File: src/rtl/router_pkg.sv
// rtl/router_pkg.sv - router controller state encoding, default parameters and clog2 helper
package router_pkg;

  // Four-bit state encoding; codes 9..15 are illegal and recover to DECODE_ADDRESS
  typedef enum logic [3:0] {
    DECODE_ADDRESS     = 4'd0,
    LOAD_FIRST_DATA    = 4'd1,
    LOAD_DATA          = 4'd2,
    WAIT_TILL_EMPTY    = 4'd3,
    FIFO_FULL_STATE    = 4'd4,
    LOAD_AFTER_FULL    = 4'd5,
    LOAD_PARITY        = 4'd6,
    CHECK_PARITY_ERROR = 4'd7,
    DROP_PKT           = 4'd8
  } router_state_e;

  localparam int DEF_NUM_CH       = 3;
  localparam int DEF_ADDR_W       = 2;
  localparam int DEF_DATA_W       = 8;
  localparam int DEF_WAIT_TIMEOUT = 30;

  // Ceiling log2 for elaboration-time width calculations
  function automatic int clog2(input int value);
    int r;
    r = 0;
    while ((1 << r) < value) r++;
    return r;
  endfunction

endpackage

File: src/rtl/router_wait_timer.sv
// rtl/router_wait_timer.sv - saturating wait counter with synchronous clear and terminal-count flag
module router_wait_timer
  import router_pkg::*;
#(
  parameter int TERMINAL = DEF_WAIT_TIMEOUT - 1
) (
  input  logic clk,
  input  logic rst,
  input  logic en_i,
  input  logic clr_i,
  output logic tc_o
);

  localparam int CNT_W = (clog2(TERMINAL + 1) < 1) ? 1 : clog2(TERMINAL + 1);

  logic [CNT_W-1:0] count_q;

  // Count enabled cycles, hold at terminal count, clear whenever the waiting episode ends
  always_ff @(posedge clk or posedge rst) begin
    if (rst)
      count_q <= '0;
    else if (clr_i)
      count_q <= '0;
    else if (en_i && !tc_o)
      count_q <= count_q + CNT_W'(1);
  end

  assign tc_o = (count_q == CNT_W'(TERMINAL));

endmodule

File: src/rtl/router_ctrl_fsm.sv
// rtl/router_ctrl_fsm.sv - router controller FSM; ROUTER_FSM_TIMEOUT_EN adds the wait-for-empty timeout
module router_ctrl_fsm
  import router_pkg::*;
#(
  parameter int NUM_CH       = DEF_NUM_CH,
  parameter int ADDR_W       = DEF_ADDR_W,
  parameter int DATA_W       = DEF_DATA_W,
  parameter int WAIT_TIMEOUT = DEF_WAIT_TIMEOUT
) (
  input  logic              clk,
  input  logic              rst,
  input  logic [DATA_W-1:0] data_in,
  input  logic              pkt_valid,
  input  logic              parity_done,
  input  logic              low_pkt_valid,
  input  logic              fifo_full,
  input  logic [NUM_CH-1:0] soft_reset,
  input  logic [NUM_CH-1:0] empty,
  output logic              busy,
  output logic              detect_add,
  output logic              lfd_state,
  output logic              ld_state,
  output logic              laf_state,
  output logic              full_state,
  output logic              drop_state,
  output logic              write_enb_reg,
  output logic              rst_int_reg,
  output logic [ADDR_W-1:0] addr_q,
  output logic              timeout_err
);

  // Per-channel flags widened to the full address space so any address indexes safely
  localparam int SEL_N = 2 ** ADDR_W;

  router_state_e    state_q, state_d;
  logic [SEL_N-1:0] empty_ext, sreset_ext;
  logic [ADDR_W-1:0] hdr_addr;
  logic             hdr_bad, soft_hit, tmo_hit;
  logic             unused_bits;

  assign empty_ext   = SEL_N'(empty);
  assign sreset_ext  = SEL_N'(soft_reset);
  assign hdr_addr    = data_in[ADDR_W-1:0];
  assign hdr_bad     = (int'(hdr_addr) >= NUM_CH);
  assign unused_bits = ^{data_in[DATA_W-1:ADDR_W], WAIT_TIMEOUT > 0};

  // A channel soft reset only aborts a packet that is actually using that channel
  assign soft_hit = sreset_ext[addr_q] &&
                    (state_q != DECODE_ADDRESS) && (state_q != DROP_PKT);

  // Next-state selection; soft reset overrides the normal transition
  always_comb begin
    state_d = state_q;
    case (state_q)
      DECODE_ADDRESS: begin
        if (pkt_valid) begin
          if (hdr_bad)                  state_d = DROP_PKT;
          else if (empty_ext[hdr_addr]) state_d = LOAD_FIRST_DATA;
          else                          state_d = WAIT_TILL_EMPTY;
        end
      end
      LOAD_FIRST_DATA:    state_d = LOAD_DATA;
      WAIT_TILL_EMPTY: begin
        if (empty_ext[addr_q]) state_d = LOAD_FIRST_DATA;
        else if (tmo_hit)      state_d = DROP_PKT;
      end
      LOAD_DATA: begin
        if (fifo_full)       state_d = FIFO_FULL_STATE;
        else if (!pkt_valid) state_d = LOAD_PARITY;
      end
      FIFO_FULL_STATE:    if (!fifo_full) state_d = LOAD_AFTER_FULL;
      LOAD_PARITY:        state_d = CHECK_PARITY_ERROR;
      CHECK_PARITY_ERROR: state_d = fifo_full ? FIFO_FULL_STATE : DECODE_ADDRESS;
      LOAD_AFTER_FULL: begin
        if (parity_done)        state_d = DECODE_ADDRESS;
        else if (low_pkt_valid) state_d = LOAD_PARITY;
        else                    state_d = LOAD_DATA;
      end
      DROP_PKT:           if (!pkt_valid) state_d = DECODE_ADDRESS;
      default:            state_d = DECODE_ADDRESS;
    endcase
    if (soft_hit) state_d = DECODE_ADDRESS;
  end

  // State register and header address latch
  always_ff @(posedge clk or posedge rst) begin
    if (rst) begin
      state_q <= DECODE_ADDRESS;
      addr_q  <= '0;
    end else begin
      state_q <= state_d;
      if (detect_add && pkt_valid) addr_q <= hdr_addr;
    end
  end

`ifdef ROUTER_FSM_TIMEOUT_EN
  logic tmr_tc, timeout_err_q;
  logic in_wait;

  assign in_wait = (state_q == WAIT_TILL_EMPTY);

  router_wait_timer #(
    .TERMINAL (WAIT_TIMEOUT - 1)
  ) u_wait_timer (
    .clk   (clk),
    .rst   (rst),
    .en_i  (in_wait),
    .clr_i (!in_wait || (state_d != WAIT_TILL_EMPTY)),
    .tc_o  (tmr_tc)
  );

  // An empty FIFO on the terminal cycle wins over the timeout
  assign tmo_hit = in_wait && tmr_tc && !empty_ext[addr_q] && !soft_hit;

  // One-cycle error pulse coincident with entry into DROP_PKT on timeout
  always_ff @(posedge clk or posedge rst) begin
    if (rst) timeout_err_q <= 1'b0;
    else     timeout_err_q <= tmo_hit;
  end

  assign timeout_err = timeout_err_q;
`else
  assign tmo_hit     = 1'b0;
  assign timeout_err = 1'b0;
`endif

  assign detect_add    = (state_q == DECODE_ADDRESS);
  assign lfd_state     = (state_q == LOAD_FIRST_DATA);
  assign ld_state      = (state_q == LOAD_DATA);
  assign laf_state     = (state_q == LOAD_AFTER_FULL);
  assign full_state    = (state_q == FIFO_FULL_STATE);
  assign drop_state    = (state_q == DROP_PKT);
  assign write_enb_reg = ld_state || laf_state || (state_q == LOAD_PARITY);
  assign rst_int_reg   = (state_q == CHECK_PARITY_ERROR) && !low_pkt_valid;
  assign busy          = !(detect_add || ld_state || drop_state);

endmodule

File: config.mk
export PLATFORM = sky130hd
export DESIGN_NAME = router_ctrl_fsm
export DESIGN_NICKNAME = d
export VERILOG_FILES = /design/src/rtl/router_pkg.sv /design/src/rtl/router_wait_timer.sv /design/src/rtl/router_ctrl_fsm.sv
export SDC_FILE = /design/constraint.sdc
export NUM_CORES = 1
export LEC_CHECK = 0
export CAP_MARGIN = 5
export CORE_MARGIN = 1.5
export CORE_UTILIZATION = 38
export DETAILED_ROUTE_END_ITERATION = 12
export PLACE_DENSITY = 0.83
export SLEW_MARGIN = 20
export SYNTH_ARGS = -nofsm -noshare
export SYNTH_HDL_FRONTEND = slang
export SYNTH_SLANG_ARGS = --single-unit
File: constraint.sdc
create_clock -name clk -period 1.9 [get_ports clk]
set_input_delay 0.38 -clock clk [delete_from_list [all_inputs] [get_ports clk]]
set_output_delay 0.38 -clock clk [all_outputs]
set_load 0.01 [all_outputs]
# Word-level counts from Yosys, hierarchy flattened
# Index checks and enable logic that the tools add are counted.
[word_totals] reg_bits=6 latch_bits=0 ram_bits=0 mem_bits_ro=0 input_bits=20 wordCells=51 n_memories=0
[op_classes] addsub=0 multipliers=0 div_mod_pow=0 n_lt_le_gt_ge=3 eq_ne=14 n_shift=0 mux=19 bitwise_logic=0 n_reduce_logical=13
[ops] op="$pmux 4 s9" count=1
[ops] op="$mux 4" count=8
[ops] op="$eq 4x3->1 const B" count=4
[ops] op="$mux 3" count=3
[ops] op="$ne 3x2->1 const B" count=3
[ops] op="$eq 4x2->1 const B" count=2
[ops] op="$bmux 1 s2" count=3
[ops] op="$lt 2x3->1 const B" count=2
[ops] op="$reduce_and 5->1" count=1
[ops] op="$eq 4x1->1 const B" count=1
[ops] op="$eq 4x4->1 const B" count=1
[ops] op="$logic_and 1x1->1" count=4
[ops] op="$logic_not 4->1" count=1
[ops] op="$logic_or 1x1->1" count=4
[ops] op="$ne 4x3->1 const B" count=1
[ops] op="$ne 4x4->1 const B" count=1
[ops] op="$reduce_bool 4->1" count=1
[ops] op="$mux 1" count=3
[ops] op="$ne 3x3->1 const B" count=1
[ops] op="$ge 2x2->1 const B" count=1
[ops] op="$logic_not 1->1" count=2
[ops] op="$mux 2" count=1

# Longest topological paths before layout
[logic_depth] ltp_word=7 depth_mapped=6

# Worst setup path before layout
# OpenSTA, ideal clock, no wires.
[synth_timing] path_type="register -> output" start="register state_q[3]" end="output busy" t_arrival_ns=1.168 slack_ns=0.352 stages_incl_launch_ff=5 cell_sequence="dfrtp_1 -> buf_4 -> nand2b_1 -> nor3_1 -> nor2_1"
[synth_between] elab_chain_cells=4
[synth_rtl] element="from (decl)" line="router_ctrl_fsm.sv:35" rtl="router_state_e state_q, state_d;"
[synth_rtl] element="from (signal assigned)" line="router_ctrl_fsm.sv:91" rtl="state_q <= state_d;"
[synth_rtl] element="$eq 4x2->1" line="router_ctrl_fsm.sv:129" rtl="assign ld_state = (state_q == LOAD_DATA);"
[synth_rtl] element="via ld_state" line="router_ctrl_fsm.sv:22" rtl="output logic ld_state,"
[synth_rtl] element="$logic_or 1x1->1 (2 in a row)" line="router_ctrl_fsm.sv:135" rtl="assign busy = !(detect_add || ld_state || drop_state);"
[synth_rtl] element="$logic_not 1->1" line="router_ctrl_fsm.sv:135"
[synth_rtl] element="to (decl)" line="router_ctrl_fsm.sv:19" rtl="output logic busy,"
# The timed path passes the listed nets, and every way through them passes these cells.

# Final worst setup path
[layout_timing] start="register state_q[1]" end="output write_enb_reg"
[layout_between] elab_chain_cells=3
[layout_rtl] element="$eq 4x2->1 or $eq 4x3->1 (tied branches)" line="router_ctrl_fsm.sv:129, router_ctrl_fsm.sv:130"
[layout_rtl] element="$logic_or 1x1->1" line="router_ctrl_fsm.sv:133" rtl="assign write_enb_reg = ld_state || laf_state || (state_q == LOAD_PARITY);"
[layout_rtl] element="$logic_or 1x1->1 *" line="router_ctrl_fsm.sv:133"
[layout_rtl] element="to (decl)" line="router_ctrl_fsm.sv:26" rtl="output logic write_enb_reg,"
# Mark *: on every way between the ends. The rest lies on a longest branch, timed or not.

==> metrics.yaml <==
status:
  outcome: "completed"
hold_path:
  worst_hold_path_type: "input port to async pin"
cells_and_area:
  drive_gt1_frac: 0.339
  nNetsFinal: 143
  synthToLayoutAreaGrowth_pct: 72.1
  antenna_cells: 0
  most-common-layout-cells: "sky130_fd_sc_hd__buf_4 (23), sky130_fd_sc_hd__clkdlybuf4s50_1 (15), sky130_fd_sc_hd__a21oi_1 (9)"
  design_area_um2: 1040
  final_common_cell: "sky130_fd_sc_hd__buf_4"
worst_setup_path:
  critical_path.max_fanout: 4
  endpoint_kind: "output pin"
  worstPathRequired_ns: 1.52
  timing.critical_path.arrival_ns: 1.45
  criticalPathCategory: "register to output pin"
  critPathLaunchType: "register"
die:
  core_area_um2: 1510
  die_y_um: 42.9
  design.portCount: 32
  row_count: 14
  design.die.area_um2: 1840
  die_w_um: 42.9
  effective_utilization_at_floorplan: 0.402
sta:
  hold_fails_final_rpt: 0
  grt_setup_unrepaired: "no"
  fin_tns_setup_ns: 0
  timing.final.crit_share: 0.961
  final-max-slew-violation-count: 0
  achievable-frequency_mhz: 548
  finalClockSkew_ns: 0.00330
  report.final.setup_viol: 0
  min_period_ns: 1.83
clock_tree:
  clk_root_buffer_cell: "sky130_fd_sc_hd__clkbuf_4"
  tritoncts_num_sinks: 6
  cts_htree_levels: 1
  clockBufferDepth: 2
  clk_pin_slew_worst_paths_ns: 0.04
  cts_tree: "yes"
  insertion_delay_of_the_later_clocked_pin_in_the_worst_skew_pair_ns: 0.24
  cts_buffers: 3
detailed_routing:
  drt_first_iter_violations: 17
  route.detailed.drc: 0
  detail-route-antenna-nets: 0
  detail_route.wirelength_mm: 1.75
  routed-via-count: 737
  post_drt_wl_per_cell_um: 12.8
  viasPerCell: 5.38
  drt-pass1-iter-count: 4
yosys:
  synth_top_cell_area_share: 0.248
  post_synth_inst_count: 75
  number_of_enable_flip_flop_cells_after_synthesis: 0
  yosys.area_share.adder: 0
  number_of_different_library_cells_in_the_post_synthesis_netlist: 34
  asyncSetResetFlopFracSynth: 1.00
  synthDominantAreaCellType: "sky130_fd_sc_hd__dfrtp_1"
  yosys.area_share.simple: 0.347
  synth.avg_cell_area_um2: 8.07
  post_synth_main_area_contributors: "sky130_fd_sc_hd__dfrtp_1 (25%), sky130_fd_sc_hd__a21oi_1 (7.4%), sky130_fd_sc_hd__nand2b_1 (6.2%)"
  yosysSeqAreaShare: 0.248
  postSynthRegisterBits: 6
  yosys_most_used_dff: "sky130_fd_sc_hd__dfrtp_1"
  synth_xor_xnor_area_share: 0
  synth_top_family_by_area: "simple AND/OR/NAND/NOR gates"
  share_of_the_synthesized_area_in_compound_gates_ao_oa_aoi_oai: 0.246
  yosys_warnings: 0
  syn-num-nets: 95
  synth_area_um2: 606
  post_synth_mux_area_share: 0.0702
power_and_ir_drop:
  power_density_nw_per_um2: 1300
  power.static_leakage_uw: 0.000516
  post-layout-total-power_uw: 1360
  max-vdd-ir-drop_uv: 777
placement:
  final_weighted_congestion_in_routability_driven_placement: 0.841
  place_area_um2: 917
  port_buffers: 24
  place_hpwl_mm: 1.21
global_route:
  number_of_global_route_vias_before_repair: 712
  grt_overflow_total: 0
  number_of_antenna_violations_at_the_first_check_in_global_routing: 0
  largest_net_degree_at_the_start_of_global_routing: 10
  global_route_wire_length_before_repair_mm: 2.79
  grt_use_total: 0.193
job:
  drv.max_cap_violation_count: 0
[synthesized netlist by cell type (3+ instances only)]
cell                       number
sky130_fd_sc_hd__inv_1          3
sky130_fd_sc_hd__dfrtp_1        6
sky130_fd_sc_hd__a21oi_1        9
sky130_fd_sc_hd__nor3_1         5
sky130_fd_sc_hd__nor2_1         6
sky130_fd_sc_hd__buf_4          3
sky130_fd_sc_hd__nand2b_1       6
sky130_fd_sc_hd__nand2_1        5
[what timing repair did]
action | 4_1_cts | 5_1_grt
pin swaps | 0 | 1
hold buffers | 0 | 0
setup endpoints to repair | 9 | 5
gates resized for setup | 19 | 2
setup buffers | 4 | 8
[metal layers]
layer,wire length [um],GRT usage
met1,709,0.207
met2,967,0.364
met3,57,0.0128
met4,13,0.113
met5,0,0
[path summary, 6_finish.rpt]
path,start,to,slack (ns),cells after the start
max,state_q[1],write_enb_reg,0.07,5
min,rst,addr_q[1],0.35,2
max reg2reg,state_q[1],state_q[2],0.12,8
min reg2reg,addr_q[0],addr_q[0],0.67,1
max in group asynchronous,rst,state_q[0],1.35,2
min in group clk,addr_q[0],addr_q[0],0.67,1
[worst max-delay path, cell delays in order, from the launching register on]
cell	delay, ns
sky130_fd_sc_hd__dfrtp_2	0.41
sky130_fd_sc_hd__buf_4	0.15
sky130_fd_sc_hd__buf_4	0.13
sky130_fd_sc_hd__o21a_1	0.17
sky130_fd_sc_hd__nor2_1	0.08
sky130_fd_sc_hd__dlygate4sd2_1	0.27
[registers in the layout (all words and copies together), names as in the netlist]
name	cells
addr_q	2
state_q	4
[final cells by class]
type | count | area [um2]
Fill cell | 135 | 464
Multi-Input combinational cell | 61 | 427
Timing Repair Buffer | 48 | 407
Sequential cell | 6 | 155
Clock buffer | 3 | 22.5
Tap cell | 16 | 20.0
Inverter | 3 | 11.3
[cells by family after synthesis]
kind of cell    Yosys count
flops                     6
compound gates           21
simple gates             35
other cells               1
buf+inv                   8
mux                       4
[through the flow]
stage                     setup slack [ns]  hold WS (ns)  utilization  std cells
final                               0.0742         0.349        0.692        137
after global routing                0.0117         0.389        0.692        137
after CTS                          -0.0922         0.339        0.646        129
after floorplan                      0.352         0.171            -         75
after global placement            -0.00389         0.596        0.609        122
after detailed placement           -0.0208         0.600        0.609        122
[report_power, final]
group | total, uW | switching (uW) | internal (uW)
Combinational | 970 | 421 | 549
Clock | 111 | 39.6 | 71.0
Sequential | 279 | 94.9 | 184
Total | 1360 | 556 | 803
Power figures use the tool's default switching activity.
